## config.mk

```make
export PLATFORM = sky130hd
export DESIGN_NAME = multicycle_datapath
export DESIGN_NICKNAME = d
export VERILOG_FILES = /design/src/rtl/mc_pkg.sv /design/src/rtl/mc_regfile.sv /design/src/rtl/multicycle_datapath.sv
export SDC_FILE = /design/constraint.sdc
export NUM_CORES = 2
export LEC_CHECK = 0
export ABC_AREA = 1
export BUFFER_PORTS_ARGS = -buffer_cell sky130_fd_sc_hd__buf_2
export CAP_MARGIN = 40
export CORE_ASPECT_RATIO = 1.5
export CORE_MARGIN = 1
export CORE_UTILIZATION = 55
export CTS_BUF_LIST = sky130_fd_sc_hd__clkbuf_4 sky130_fd_sc_hd__clkbuf_8 sky130_fd_sc_hd__clkbuf_16
export CTS_CLUSTER_DIAMETER = 80
export CTS_CLUSTER_SIZE = 12
export DETAILED_ROUTE_END_ITERATION = 7
export PLACE_DENSITY = 0.73
export SLEW_MARGIN = 20
export SYNTH_ARGS = -nofsm -noshare
export SYNTH_HDL_FRONTEND = slang
export SYNTH_SLANG_ARGS = --single-unit
```

## constraint.sdc

```tcl
create_clock -name clk -period 10.3 [get_ports clk]
set_input_delay 0.515 -clock clk [delete_from_list [all_inputs] [get_ports clk]]
set_output_delay 0.515 -clock clk [all_outputs]
set_load 0.005 [all_outputs]
```

## src/rtl/mc_pkg.sv

```systemverilog
// Shared state, ALU-op and instruction-encoding definitions for the multicycle MIPS-subset core.
package mc_pkg;

   typedef enum logic [2:0] {FETCH, DECODE, EXEC, MEM, WB, ERR} state_t;
   typedef enum logic [2:0] {ADD, SUB, AND, OR, SLT} alu_op_t;

   localparam logic [5:0] OP_RTYPE = 6'b000000;
   localparam logic [5:0] OP_J     = 6'b000010;
   localparam logic [5:0] OP_BEQ   = 6'b000100;
   localparam logic [5:0] OP_BNE   = 6'b000101;
   localparam logic [5:0] OP_ADDI  = 6'b001000;
   localparam logic [5:0] OP_LW    = 6'b100011;
   localparam logic [5:0] OP_SW    = 6'b101011;

   localparam logic [5:0] FN_ADD = 6'b100000;
   localparam logic [5:0] FN_SUB = 6'b100010;
   localparam logic [5:0] FN_AND = 6'b100100;
   localparam logic [5:0] FN_OR  = 6'b100101;
   localparam logic [5:0] FN_SLT = 6'b101010;

   // bne is only a valid opcode when the build enables it.
   function automatic logic is_legal(input logic [5:0] op, input logic [5:0] fn,
                                     input logic bne_en);
      case (op)
         OP_RTYPE: return fn inside {FN_ADD, FN_SUB, FN_AND, FN_OR, FN_SLT};
         OP_J, OP_BEQ, OP_ADDI, OP_LW, OP_SW: return 1'b1;
         OP_BNE: return bne_en;
         default: return 1'b0;
      endcase
   endfunction

   function automatic alu_op_t funct_to_alu(input logic [5:0] fn);
      case (fn)
         FN_SUB: return SUB;
         FN_AND: return AND;
         FN_OR:  return OR;
         FN_SLT: return SLT;
         default: return ADD;
      endcase
   endfunction

endpackage

```

## src/rtl/mc_regfile.sv

```systemverilog
// 32 x N register file: two asynchronous read ports, one synchronous write port, $0 hardwired to zero.
module mc_regfile #(
   parameter int N = 32
) (
   input  logic         clk,
   input  logic [4:0]   ra1,
   input  logic [4:0]   ra2,
   output logic [N-1:0] rd1,
   output logic [N-1:0] rd2,
   input  logic         we,
   input  logic [4:0]   wa,
   input  logic [N-1:0] wd
);

   logic [N-1:0] regs [32];

   // NOTE: the storage array is deliberately not reset; software initialises registers
   // before use, and leaving it unreset lets the array map onto plain RAM/flop cells.
   always_ff @(posedge clk) begin
      if (we && wa != 5'd0) begin
         regs[wa] <= wd;
      end
   end

   assign rd1 = (ra1 == 5'd0) ? '0 : regs[ra1];
   assign rd2 = (ra2 == 5'd0) ? '0 : regs[ra2];

endmodule

```

## src/rtl/multicycle_datapath.sv

```systemverilog
// Multicycle MIPS-subset core with a single shared req/ready memory port and sequencing FSM.
// Define MULTICYCLE_BNE_EN to decode opcode 000101 (bne); otherwise it traps as illegal.
module multicycle_datapath
   import mc_pkg::*;
#(
   parameter int            N        = 32,
   parameter logic [N-1:0]  RESET_PC = '0
) (
   input  logic         clk,
   input  logic         reset,
   output logic         mem_req,
   output logic         mem_we,
   output logic [N-1:0] mem_addr,
   output logic [N-1:0] mem_wdata,
   input  logic [N-1:0] mem_rdata,
   input  logic         mem_ready,
   output logic [N-1:0] pc,
   output logic         retire,
   output logic         illegal
);

`ifdef MULTICYCLE_BNE_EN
   localparam logic BNE_EN = 1'b1;
`else
   localparam logic BNE_EN = 1'b0;
`endif

   state_t       state;
   logic [31:0]  ir;
   logic [N-1:0] a_reg, b_reg, alu_out, mdr;

   logic [5:0]   opcode, funct;
   logic [4:0]   rs, rt, rd;
   logic [N-1:0] imm_sext, imm_word, pc_plus4;

   logic [N-1:0] rf_rd1, rf_rd2, rf_wd;
   logic [4:0]   rf_wa;
   logic         rf_we;

   alu_op_t      alu_op;
   logic [N-1:0] alu_b, alu_result;
   logic         branch_taken;

   assign opcode   = ir[31:26];
   assign rs       = ir[25:21];
   assign rt       = ir[20:16];
   assign rd       = ir[15:11];
   assign funct    = ir[5:0];
   assign imm_sext = {{(N-16){ir[15]}}, ir[15:0]};
   assign imm_word = {imm_sext[N-3:0], 2'b00};
   assign pc_plus4 = pc + N'(4);

   mc_regfile #(.N(N)) u_rf (
      .clk (clk),
      .ra1 (rs),
      .ra2 (rt),
      .rd1 (rf_rd1),
      .rd2 (rf_rd2),
      .we  (rf_we),
      .wa  (rf_wa),
      .wd  (rf_wd)
   );

   // R-type writes rd; addi and lw write rt.
   assign rf_we = (state == WB);
   assign rf_wa = (opcode == OP_RTYPE) ? rd : rt;
   assign rf_wd = (opcode == OP_LW) ? mdr : alu_out;

   // NOTE: every always_comb output gets a default first so no path leaves it unassigned
   // (an unassigned path would infer a latch).
   always_comb begin
      alu_op = ADD;
      alu_b  = imm_sext;
      if (opcode == OP_RTYPE) begin
         alu_op = funct_to_alu(funct);
         alu_b  = b_reg;
      end
      case (alu_op)
         ADD:     alu_result = a_reg + alu_b;
         SUB:     alu_result = a_reg - alu_b;
         AND:     alu_result = a_reg & alu_b;
         OR:      alu_result = a_reg | alu_b;
         SLT:     alu_result = {{(N-1){1'b0}}, $signed(a_reg) < $signed(alu_b)};
         default: alu_result = '0;
      endcase
   end

   assign branch_taken = (a_reg == b_reg) ^ (opcode == OP_BNE);

   // Store completion depends on mem_ready in the same cycle, so retire is decoded, not registered.
   always_comb begin
      retire = 1'b0;
      case (state)
         EXEC:    retire = opcode inside {OP_BEQ, OP_BNE, OP_J};
         MEM:     retire = mem_ready && opcode == OP_SW;
         WB:      retire = 1'b1;
         default: retire = 1'b0;
      endcase
   end

   assign mem_addr  = (state == MEM) ? alu_out : pc;
   assign mem_wdata = b_reg;

   // NOTE: all state here is updated with non-blocking assignments so every register
   // samples pre-edge values, independent of statement order.
   always_ff @(posedge clk or negedge reset) begin
      if (!reset) begin
         state   <= FETCH;
         pc      <= RESET_PC;
         mem_req <= 1'b0;
         mem_we  <= 1'b0;
         illegal <= 1'b0;
         ir      <= '0;
         a_reg   <= '0;
         b_reg   <= '0;
         alu_out <= '0;
         mdr     <= '0;
      end else begin
         case (state)
            FETCH: begin
               // The first cycle out of reset only raises the request.
               if (!mem_req) begin
                  mem_req <= 1'b1;
               end else if (mem_ready) begin
                  ir      <= mem_rdata[31:0];
                  pc      <= pc_plus4;
                  mem_req <= 1'b0;
                  state   <= DECODE;
               end
            end
            DECODE: begin
               a_reg   <= rf_rd1;
               b_reg   <= rf_rd2;
               alu_out <= pc + imm_word;
               if (is_legal(opcode, funct, BNE_EN)) begin
                  state <= EXEC;
               end else begin
                  illegal <= 1'b1;
                  state   <= ERR;
               end
            end
            EXEC: begin
               case (opcode)
                  OP_RTYPE, OP_ADDI: begin
                     alu_out <= alu_result;
                     state   <= WB;
                  end
                  OP_LW, OP_SW: begin
                     alu_out <= alu_result;
                     mem_req <= 1'b1;
                     mem_we  <= (opcode == OP_SW);
                     state   <= MEM;
                  end
                  OP_BEQ, OP_BNE: begin
                     if (branch_taken) pc <= alu_out;
                     mem_req <= 1'b1;
                     state   <= FETCH;
                  end
                  OP_J: begin
                     pc      <= {pc[N-1:28], ir[25:0], 2'b00};
                     mem_req <= 1'b1;
                     state   <= FETCH;
                  end
                  default: begin
                     illegal <= 1'b1;
                     state   <= ERR;
                  end
               endcase
            end
            MEM: begin
               if (mem_ready) begin
                  mem_we <= 1'b0;
                  if (opcode == OP_LW) begin
                     mdr     <= mem_rdata;
                     mem_req <= 1'b0;
                     state   <= WB;
                  end else begin
                     state <= FETCH;
                  end
               end
            end
            WB: begin
               mem_req <= 1'b1;
               state   <= FETCH;
            end
            default: begin
               // ERR (and any unused encoding) parks here until reset.
               mem_req <= 1'b0;
               mem_we  <= 1'b0;
               illegal <= 1'b1;
               state   <= ERR;
            end
         endcase
      end
   end

endmodule

```

==> metrics.md <==
| Metric | Value |
|---|---|
| Worst-Margin Slew | `1.06 ns` |
| Seq/Total Area, Yosys | `52.3%` |
| RePlAce Congestion | `1.05` |
| Worst hold path type | `input pin to flop` |
| Peak VDD IR | `0.293 mV` |
| Clk Latency, worst-skew pair | `0.80 ns` |
| Largest cells by area after synthesis | `edfxtp_1, nand2_1, o21ai_0` |
| CP arrival | `5.46 ns` |
| Initial drt markers | `9373` |
| DIE WIDTH | `290 µm` |
| IO Pins | `135` |
| Leakage | `29.5 nW` |
| Register bit total from synthesis | `1222` |
| Post-Syn Instances | `7983` |
| Max-cap violations | `0` |
| DRC errors left | `0` |
| Vias in the first global route | `60300` |
| Routed len/inst | `29.3 µm` |
| Tcrit/Tclk final | `46.5%` |
| Total CTS buffers | `114` |
| Height of the die | `433 µm` |
| DR vias/cell | `6.65` |
| Initial antenna violation count | `18` |
| Worst EP required | `10.97 ns` |
| Area leader, netlist | `edfxtp_1` |
| Setup-failing EPs final | `0` |
| Slew Limit Fails | `0` |
| DRT antenna net count | `0` |
| Setup TNS | `0 ns` |
| Crit Path Max Fanout | `58` |
| Max Freq | `209 MHz` |
| Endpoints failing hold | `0` |
| # rows | `157` |
| Top-area cell type share of the netlist area | `45.0%` |
| CTS clk-pin slew, worst paths | `0.08 ns` |
| Core ar. | `0.123 mm²` |
| Fraction of layout cells with a size suffix above 1 | `7.68%` |
| Total grt overflow | `0` |
| Critical path capture point type | `flop` |
| Area Overhead vs Synth | `9.63%` |
| Synth Cell Area | `0.0683 mm²` |
| CTS root buf | `clkbuf_16` |
| Initial Utilization | `55.7%` |
| Post CTS Setup Buffer Count | `0` |
| Crit path from | `ir[30]` |
| Maximum root-to-sink buffer count | `3` |
| Pwr dens | `352 mW/mm²` |
| CTS resizes | `0` |
| Die ar. | `0.126 mm²` |
| Hold Startpoint | `mem_rdata[10]` |
| FFs w/ async S/R, synth | `16.2%` |
| Reg2reg start | `ir[30]` |
| RSZ-0062 raised after global routing | `false` |
| Clock Skews | `0.0557 ns` |
| IO Port Bufs | `134` |
| Drt pass-1 iters | `7` |
| Pwr Total | `26.3 mW` |
| Rel. slew slack | `29.5%` |
| Overall routed net length | `281000 µm` |
| Largest reg by FF count | `u_rf.regs` |
| # nets final | `8099` |
| Fill count | `10400` |
| Hold bufs inserted after CTS | `18` |
| Via count | `63800` |
| Yosys cell types | `59` |
| Largest net degree at the start of global routing | `174` |
| GRT Total Usage | `44.1%` |
| Top FF cell, synth | `edfxtp_1` |
| # clock sinks | `1222` |
| R2r setup slk | `5.51 ns` |
| Critical path class | `flop to flop` |
| Status | `finished clean` |
| Yosys warning total | `0` |
| First-pass GRT wire length | `397000 µm` |
| Final critical-path required period | `4.79 ns` |
| Detailed placer's ending HPWL | `174000 µm` |
| CP Launch Type | `flop` |
| CTS tree | `yes` |
| H-tree depth | `3` |
| Max reg flops | `1024` |
| Number of synthesized flops with an enable pin | `1024` |
| Fin Hold WS | `0.0151 ns` |
| Synthesized area per cell | `8.55 µm²` |
==> path summary, 6_finish.rpt <==
check                      depth (start not counted)          end
min in group asynchronous                          2  alu_out[20]
max reg2reg                                       18  alu_out[17]
min                                                3       ir[10]
min reg2reg                                        1      illegal
max                                               18  alu_out[17]
max in group asynchronous                          3       ir[16]
==> cells in the mapped netlist (6+ instances only) <==
cell	instances
nand3_1	248
nand2_1	1763
dfrtp_1	198
o221ai_1	16
or2_2	8
nor2_1	979
buf_1	19
a21oi_1	317
o22ai_1	286
xnor2_1	18
nand3b_1	21
o21ai_1	48
o21ai_0	1220
o21bai_1	16
a221oi_1	130
nand4_1	43
clkbuf_1	317
buf_4	16
mux2_1	24
edfxtp_1	1024
o2111ai_1	11
ha_1	141
and2_1	6
nor3_1	53
inv_2	20
a22o_1	14
a22oi_1	55
o211ai_1	118
nor2_4	6
inv_1	582
buf_2	171
xor2_1	23
o21a_1	7
==> worst max-delay path, stage by stage (launching register included) <==
cell and delay [ns]:
dfrtp_1 0.42, nor2_4 0.18, nand4_4 0.12, nor2_4 0.17
inv_2 0.04, buf_4 0.30, nand2_1 0.58, o21ai_0 0.32
ha_1 0.51, nor2_1 0.29, nand2_1 0.20, nor3_1 0.47
nand3_1 0.41, nand3_1 0.20, nand2_1 0.06, nand3_1 0.06
nand3b_1 0.08, nand2_1 0.12, a21oi_1 0.08
==> power breakdown <==
part           total [mW]  internal [mW]  switching [mW]
Sequential           7.62           6.52            1.11
Combinational        14.6           3.97            10.6
Clock                4.14           2.24            1.90
==> metal layers <==
layer / global-route usage (%) / vias up / share of wire, %
met5: 0 / - / 0.032
met4: 39.0 / 14 / 10
met3: 12.5 / 1385 / 13
met2: 68.1 / 4768 / 45
met1: 49.6 / 30100 / 32
li1: - / 27500 / -
==> area by class of cell <==
class,instances,area [µm²],share of cell area (%)
antenna,9,22.5,0.0301
clock buffer,178,3370,4.50
clock inverter,10,115,0.154
inverter,605,2290,3.06
multi-input combinational,5660,28500,38.1
sequential,1222,35700,47.8
tap,1590,1990,2.66
timing repair buffer,317,2830,3.79
==> stage by stage <==
step	instance area, µm²	cells	setup WS [ns]	utilization, %
6_report	74800	9591	5.51	61.1
5_1_grt	74800	9583	5.31	61.0
4_1_cts	74500	9568	5.68	60.8
3_5_place_dp	70800	9362	5.71	57.8
3_3_place_gp	70200	9328	5.67	57.2
2_1_floorplan	68400	8014	6.15	-
==> cell families after synthesis <==
group | after synthesis | synth area share, %
simple gates | 3154 | 18.5
compound gates | 2259 | 18.9
mux | 29 | 0.478
xor+xnor | 42 | 0.550
fa+ha+maj | 144 | 2.67
flops | 1222 | 52.3
other cells | 1 | 0.00549
buf+inv | 1132 | 6.66
==> cell usage in the layout (no fill, tap or decap), drive strengths merged, types with 7 or more instances in the layout <==
cell,n
xnor2,19
conb,32
a221oi,130
a22o,14
o21bai,16
edfxtp,1024
diode,9
ha,141
o221ai,16
dfrtp,198
nor2,987
o211ai,118
or2,9
nand3b,21
dlygate4sd3,19
a21oi,317
inv,609
buf,298
o2111ai,11
nand3,249
a22oi,55
o21ai,1274
nand2,1769
mux2,29
o21a,7
nor3,58
nand4,44
o22ai,286
xor2,23
clkbuf,178
Note: power is estimated with default switching activity, not from simulation.
